File: config.mk
export PLATFORM = sky130hd
export DESIGN_NAME = sram_access_ctrl
export DESIGN_NICKNAME = d
export VERILOG_FILES = /design/src/rtl/sram_access_ctrl.sv
export SDC_FILE = /design/constraint.sdc
export NUM_CORES = 1
export LEC_CHECK = 0
export CAP_MARGIN = 0
export CORE_ASPECT_RATIO = 0.5
export CORE_MARGIN = 4
export CORE_UTILIZATION = 46
export DETAILED_ROUTE_END_ITERATION = 16
export PLACE_DENSITY = 0.76
export SLEW_MARGIN = 20
export SYNTH_ARGS = -nofsm -noshare
export SYNTH_HDL_FRONTEND = slang
export SYNTH_SLANG_ARGS = --single-unit
export TNS_END_PERCENT = 10
File: constraint.sdc
create_clock -name clk -period 3.05 [get_ports clk]
set_clock_uncertainty 0.1 [all_clocks]
set_input_delay 0.915 -clock clk [delete_from_list [all_inputs] [get_ports clk]]
set_output_delay 0.915 -clock clk [all_outputs]
set_load 0.05 [all_outputs]
File: src/rtl/sram_access_ctrl.sv
// Multi-cycle bridge from the MEM stage's 32-bit load/store to a 16-bit async SRAM.
// Each word is moved as two half-word accesses while freeze holds the pipeline.
module sram_access_ctrl #(
  parameter int          WAIT_CYCLES = 3,
  parameter logic [31:0] BASE_ADDR   = 32'd1024
) (
  input  logic        clk,
  input  logic        reset_n,
  input  logic        wr_en,
  input  logic        rd_en,
  input  logic [31:0] addr,
  input  logic [31:0] wdata,
  output logic [31:0] rdata,
  output logic        ready,
  output logic        freeze,
  output logic [17:0] sram_addr,
  output logic [15:0] sram_dq_out,
  output logic        sram_dq_oe,
  input  logic [15:0] sram_dq_in,
  output logic        sram_we_n,
  output logic        sram_oe_n
);

  typedef enum logic [1:0] {IDLE, LO, HI, DONE} state_t;

  localparam logic [3:0] LAST = 4'(WAIT_CYCLES - 1);

  state_t      state_q, state_d;
  logic [3:0]  cnt_q, cnt_d;
  logic        wr_op_q, wr_op_d;
  logic [16:0] w_q, w_d;
  logic [15:0] whi_q, whi_d;
  logic [31:0] rdata_q, rdata_d;
  logic [17:0] addr_q, addr_d;
  logic [15:0] dq_q, dq_d;

  logic [16:0] w_in;
  logic        req;
  logic        last;
  logic        busy;

  // Word index wraps modulo 2^17 words; no range check is intended.
  assign w_in = 17'((addr - BASE_ADDR) >> 2);
  assign req  = wr_en | rd_en;
  assign last = (cnt_q == LAST);
  assign busy = (state_q == LO) || (state_q == HI);

  always_comb begin
    state_d = state_q;
    cnt_d   = cnt_q;
    wr_op_d = wr_op_q;
    w_d     = w_q;
    whi_d   = whi_q;
    rdata_d = rdata_q;
    addr_d  = addr_q;
    dq_d    = dq_q;
    case (state_q)
      IDLE: begin
        if (req) begin
          state_d = LO;
          cnt_d   = 4'd0;
          wr_op_d = wr_en;
          w_d     = w_in;
          whi_d   = wdata[31:16];
          addr_d  = {w_in, 1'b0};
          dq_d    = wdata[15:0];
        end
      end
      LO: begin
        if (last) begin
          state_d = HI;
          cnt_d   = 4'd0;
          addr_d  = {w_q, 1'b1};
          dq_d    = whi_q;
          if (!wr_op_q) rdata_d[15:0] = sram_dq_in;
        end else begin
          cnt_d = cnt_q + 4'd1;
        end
      end
      HI: begin
        if (last) begin
          state_d = DONE;
          cnt_d   = 4'd0;
          if (!wr_op_q) rdata_d[31:16] = sram_dq_in;
        end else begin
          cnt_d = cnt_q + 4'd1;
        end
      end
      DONE: state_d = IDLE;
      default: state_d = IDLE;
    endcase
  end

  always_ff @(posedge clk or negedge reset_n) begin
    if (!reset_n) begin
      state_q <= IDLE;
      cnt_q   <= 4'd0;
      wr_op_q <= 1'b0;
      w_q     <= 17'd0;
      whi_q   <= 16'd0;
      rdata_q <= 32'd0;
      addr_q  <= 18'd0;
      dq_q    <= 16'd0;
    end else begin
      state_q <= state_d;
      cnt_q   <= cnt_d;
      wr_op_q <= wr_op_d;
      w_q     <= w_d;
      whi_q   <= whi_d;
      rdata_q <= rdata_d;
      addr_q  <= addr_d;
      dq_q    <= dq_d;
    end
  end

  // Strobes decode from registered state so an async reset idles the pins at once;
  // we_n lifts on the last cycle of each half so data/address hold past the write edge.
  assign sram_dq_oe  = busy & wr_op_q;
  assign sram_we_n   = ~(busy & wr_op_q & ~last);
  assign sram_oe_n   = ~(busy & ~wr_op_q);
  assign ready       = (state_q == DONE);
  assign freeze      = reset_n & (((state_q == IDLE) & req) | busy);
  assign rdata       = rdata_q;
  assign sram_addr   = addr_q;
  assign sram_dq_out = dq_q;

endmodule

---- Word-level counts from Yosys, hierarchy flattened ----
Index checks and enable logic that the tools add are counted.
word-level totals
  flip-flop bits (word level) ............. 106
  latch bits .............................. 0
  bits in writable memories ............... 0
  bits in read-only memories .............. 0
  input bits .............................. 84
  memories ................................ 0
operators by class
  add/subtract/negate cells ............... 2
  multipliers ............................. 0
  divide/modulo/power cells ............... 0
  $lt $le $gt $ge ......................... 0
  equality and inequality tests ........... 7
  shift-type cells ........................ 0
  multiplexer cells ....................... 13
  bitwise gates (word level) .............. 11
  reduce and logical (&&, ||, !) cells .... 11
operators with widths
  cell                                                 count
  2-to-1 mux 18 bit                                    2
  case mux 18 bit (2 select lines)                     1
  2-to-1 mux 16 bit                                    2
  case mux 16 bit (2 select lines)                     1
  subtractor 19 x 11 -> 19 bit, second input constant  1
  AND reduction 3 bit                                  4
  2-to-1 mux 4 bit                                     2
  case mux 2 bit (4 select lines)                      1
  case mux 4 bit (2 select lines)                      1
  2-to-1 mux 2 bit                                     3
  != test 2 bit, second input constant                 3
  AND 1 bit                                            5
  adder 4 x 1 -> 4 bit, second input constant          1
  equality test 2 bit, second input constant           2
  equality test 4 x 2 -> 1 bit, second input constant  1
  NOT 1 bit                                            4
  AND reduction 2 bit                                  2
  nonzero test 2 bit                                   2
  equality test 2 x 1 -> 1 bit, second input constant  1
  logical NOT 2 bit                                    1
  bitwise OR 1 bit                                     2
  OR reduction 2 bit                                   1
  logical OR 1 bit                                     1

---- Depth between registers and ports, before layout ----
Gate-level depths: netlist (run 1).
  depth after elaboration ................. 5
  gate-level depth with buffers ........... 8
  depth with buffers taken out ............ 6

---- Least setup slack after synthesis (run 1) ----
Ideal clock, no wire load.
  path kind ............................... input-to-output
  start point ............................. input port rd_en
  end point ............................... output port freeze
  arrival ................................. 2.554 ns
  data required time ...................... 2.035 ns
  path slack .............................. -0.519 ns
  cell stages on the path ................. 4
  buffers on the path ..................... 2
  cells stage by stage .................... o21ai_0 -> buf_2 -> clkbuf_1 -> a21boi_0
between the ends
  longest elaborated chain between the ends .. 4
RTL lines
  what                RTL line  RTL
  start: declaration  10        input logic rd_en,
  bitwise OR 1 bit    44        assign req = wr_en | rd_en;
  AND 1 bit           122       assign freeze = reset_n & (((state_q == IDLE) & req) | busy);
  bitwise OR 1 bit    122
  AND 1 bit           122
  end: declaration    15        output logic freeze,
No other way between the ends.

---- Final worst setup path (run 1) ----
Same ends and word-level chain as after synthesis.

==> impl_metrics.csv, run 1 <==
group,metric,value,unit
outcome,status,"completed",
floorplan,core,9700,sq um
logic_synthesis,synth.net_count,456,
detailed_routing,post_drt_wl_per_cell,15.3,um
global_route,use_met1,21.6,%
pwr,p_leak,2.85,nW
global_route,grt_overflow,0,
setup_path,r2r_cells,6,
global_route,grt_usage,17.2,%
timing,rsz0062_at_grt,"no",
clock_network,root_buffer,"clkbuf_16",
clock_network,cts.path.max_buffers,2,
pwr,power_frac_clock,12.5,%
pwr,swShare,45.1,%
setup_path,cp-end-kind,"output pin",
pwr,finalPower,8.36,mW
global_route,grt_pass1_vias,3325,
timing,layout_min_cycle_time,2870,ps
detailed_routing,drtIter0Drc,114,
setup_path,critPathLaunch,"rd_en",
finish,fin_util,66.8,%
setup_path,r2r-end,"sram_addr[12]$_DFFE_PN0P_",
setup_path,critical-path-top-delay-family,"buffers and inverters",
setup_path,critPathKind,"input port to output pin",
logic_synthesis,synth_area,4690,sq um
floorplan,die_area,12000,sq um
setup_path,crit_chain,"clkdlybuf4s50_1 -> o21ai_4 -> a21boi_2 -> buf_4",
setup_path,reg2reg_slack,890,ps
logic_synthesis,synth_flop_cell,"dfrtp_1",
clock_network,clk_latency,330,ps
setup_path,cp-start-kind,"input port",
timing,tns,0,ps
clock_network,clkTransAtPathRegs,60,ps
finish,final_common_cell,"clkdlybuf4s50_1",
floorplan,io_pins,155,
timing,fmax,348,MHz
logic_synthesis,ys_seq_elements,106,
timing,drv_slew,0,
setup_path,cp_num_buf_inv,2,
logic_synthesis,ys_async_sr_fraction,100,%
floorplan,die_w,151,um
detailed_routing,viasPerCell,4.97,
global_route,grt_max_degree,69,
logic_synthesis,yosys_warnings,0,
placement,port_buffers,139,
pwr,power_switching,3.77,mW
clock_network,numCtsBuffers,9,
global_route,antenna_found_initial,0,
setup_path,critPathArrivalTime,1860,ps
pwr,peakVddDrop,0.688,mV
detailed_routing,drt-pass1-iter-count,5,
setup_path,cp_max_fo,2,
timing,setup_viol,0,
pwr,combPwrFrac,57.7,%
timing,hold_viol,0,
logic_synthesis,yosysSeqAreaShare,56.6,%
logic_synthesis,synth_cell_types,43,
floorplan,rows,25,
timing,tightest_slew,855,ps
finish,syn2layout_area_growth,38.1,%
clock_network,htreeDepth,3,
floorplan,start_util,48.3,%
global_route,grt_pass1_wl,16300,um
pwr,p_per_area,1290,nW/um^2
clock_network,cts-resized-gates,0,
finish,nNetsFinal,595,
floorplan,die-height,79.4,um
pwr,p_seq_share,29.8,%
setup_path,critPathSlowestCell,"clkdlybuf4s50_1",
logic_synthesis,synth_edf_count,0,
logic_synthesis,syn_avg_cell_area,12.8,sq um
detailed_routing,vias,3188,
detailed_routing,routed_wl,9840,um
flow_run,cap_violations,0,
detailed_routing,drcViolationCount,0,
min_path,holdPathEnd,"w_q[13]$_DFFE_PN0P_",
global_route,grt_use_met2,29.6,%
finish,layout.cells.non_filler,642,
finish,antennaDiodeCount,0,
min_path,hold_start,"w_q[13]$_DFFE_PN0P_",
setup_path,r2r-start,"cnt_q[0]$_DFFE_PN0P_",
finish,mostFrequentLayoutCells,"clkdlybuf4s50_1, dfrtp_1, nand2_1",
global_route,grt_use_met3,5.33,%
timing,fin_crit_sh,94.1,%
clock_network,cts_setup_buffers,0,
placement,dp_cells,628,
setup_path,required,2030,ps
global_route,busiest_layer,"met2",
clock_network,cts_tree,"yes",
setup_path,slowest_delay,530,ps
clock_network,cts-hold-fix-buffers,0,
timing,maxSlewHeadroom,43.0,%
detailed_routing,final_antenna_net_count,0,
min_path,whs_path_depth,2,
clock_network,cts.sinks,106,
pwr,p_int,4.59,mW
logic_synthesis,synthCells,365,
finish,drive_gt1_share,19.1,%
placement,place.gp.congestion,0.746,
placement,dp_hpwl,7030,um
min_path,hold_class,"flip-flop to flip-flop",
[layer usage]
metal | routed length (um) | part of all wire, %
met1 | 4270 | 43
met2 | 4910 | 50
met3 | 580 | 5.9
met4 | 82 | 0.83
met5 | 0 | 0
[registers in the layout (all words and copies together), names as in the netlist]
signal,cells
rdata,32
cnt_q,4
w_q,17
state_q,2
sram_dq_out,16
wr_op_q,1
sram_addr,18
whi_q,16
[cell usage after synthesis (2+ instances only)]
master | instances | share of area [%]
a21oi_1 | 4 | 0.43
buf_2 | 6 | 0.64
buf_6 | 5 | 1.2
clkbuf_1 | 5 | 0.40
dfrtp_1 | 106 | 57
ha_1 | 7 | 1.9
inv_1 | 7 | 0.56
mux2_2 | 39 | 9.4
mux2_4 | 20 | 6.4
mux2i_1 | 27 | 5.8
nand2_1 | 47 | 3.8
nand2_4 | 2 | 0.48
nand2b_1 | 3 | 0.40
nand3_1 | 5 | 0.53
nor2_1 | 4 | 0.32
nor3_1 | 2 | 0.21
nor3b_1 | 3 | 0.48
o211ai_1 | 4 | 0.64
o21ai_0 | 33 | 3.5
o21ai_1 | 8 | 0.85
xnor2_1 | 5 | 0.93
xor2_1 | 2 | 0.37
[stage by stage]
| stage | hold slack (ps) | area [sq um] | worst slack [ps] |
|---|---|---|---|
| after floorplan | 349 | 4690 | 137 |
| after global placement | 361 | 6210 | 180 |
| after detailed placement | 372 | 6210 | 174 |
| after CTS | 386 | 6470 | 175 |
| after global routing | 411 | 6470 | 130 |
| final | 382 | 6470 | 179 |
[cells by family (layout without fill, tap and decap cells)]
group	Yosys count	count (layout)	share of synthesized area, %
AOI/OAI and AO/OA	58	58	7.23
xor gates and xnor gates	7	7	1.31
adders and majority gates	7	7	1.87
buffers and inverters	26	168	3.47
DFF	106	106	56.6
muxes	86	86	21.5
and+or+nand+nor	75	75	7.98
[worst max path at each step]
stage,to,slack (ps),depth (start not counted)
floorplan,freeze,140,4
global placement,freeze,180,4
detailed placement,freeze,170,4
CTS,freeze,170,4
global route,freeze,130,4
finish,freeze,180,4
[layout make-up]
class,count,area [sq um]
sequential,106,2650
timing repair buffer,147,1480
clock inverter,2,15.0
inverter,7,26.3
fill,755,3220
tap,135,169
clock buffer,12,246
multi-input combinational,233,1890
[power groups by stage]
stage / sequential, mW / clock [mW] / combinational (mW)
2_1_floorplan: 3.99 / 0 / 1.89
3_3_place_gp: 2.49 / 0 / 4.80
3_5_place_dp: 2.52 / 0 / 4.87
4_1_cts: 2.50 / 1.07 / 4.89
5_1_grt: 2.58 / 1.14 / 5.15
6_report: 2.49 / 1.04 / 4.83
[worst register-to-register path: stages, from the launching register on]
cell and delay [ps]:
dfrtp_1 390, inv_1 100, ha_1 160, or3b_1 390, buf_4 200, a22oi_2 330, mux2_2 370
Note: power is estimated with default switching activity, not from simulation.
==> run 2, diff against run 1 <==
--- a/config.mk
+++ b/config.mk
@@ -5,7 +5,7 @@
 export SDC_FILE = /design/constraint.sdc
 export NUM_CORES = 1
 export LEC_CHECK = 0
-export CAP_MARGIN = 0
+export CAP_MARGIN = 5
 export CORE_ASPECT_RATIO = 0.5
 export CORE_MARGIN = 4
 export CORE_UTILIZATION = 46
==> results of run 2 <==
Same layout as run 1: the final DEF is identical, and so are final timing and power.
==> run 3, diff against run 2 <==
--- a/config.mk
+++ b/config.mk
@@ -11,7 +11,6 @@
 export CORE_UTILIZATION = 46
 export DETAILED_ROUTE_END_ITERATION = 16
 export PLACE_DENSITY = 0.76
-export SLEW_MARGIN = 20
 export SYNTH_ARGS = -nofsm -noshare
 export SYNTH_HDL_FRONTEND = slang
 export SYNTH_SLANG_ARGS = --single-unit
==> results of run 3 <==
Same layout as run 1: the final DEF is identical, and so are final timing and power.
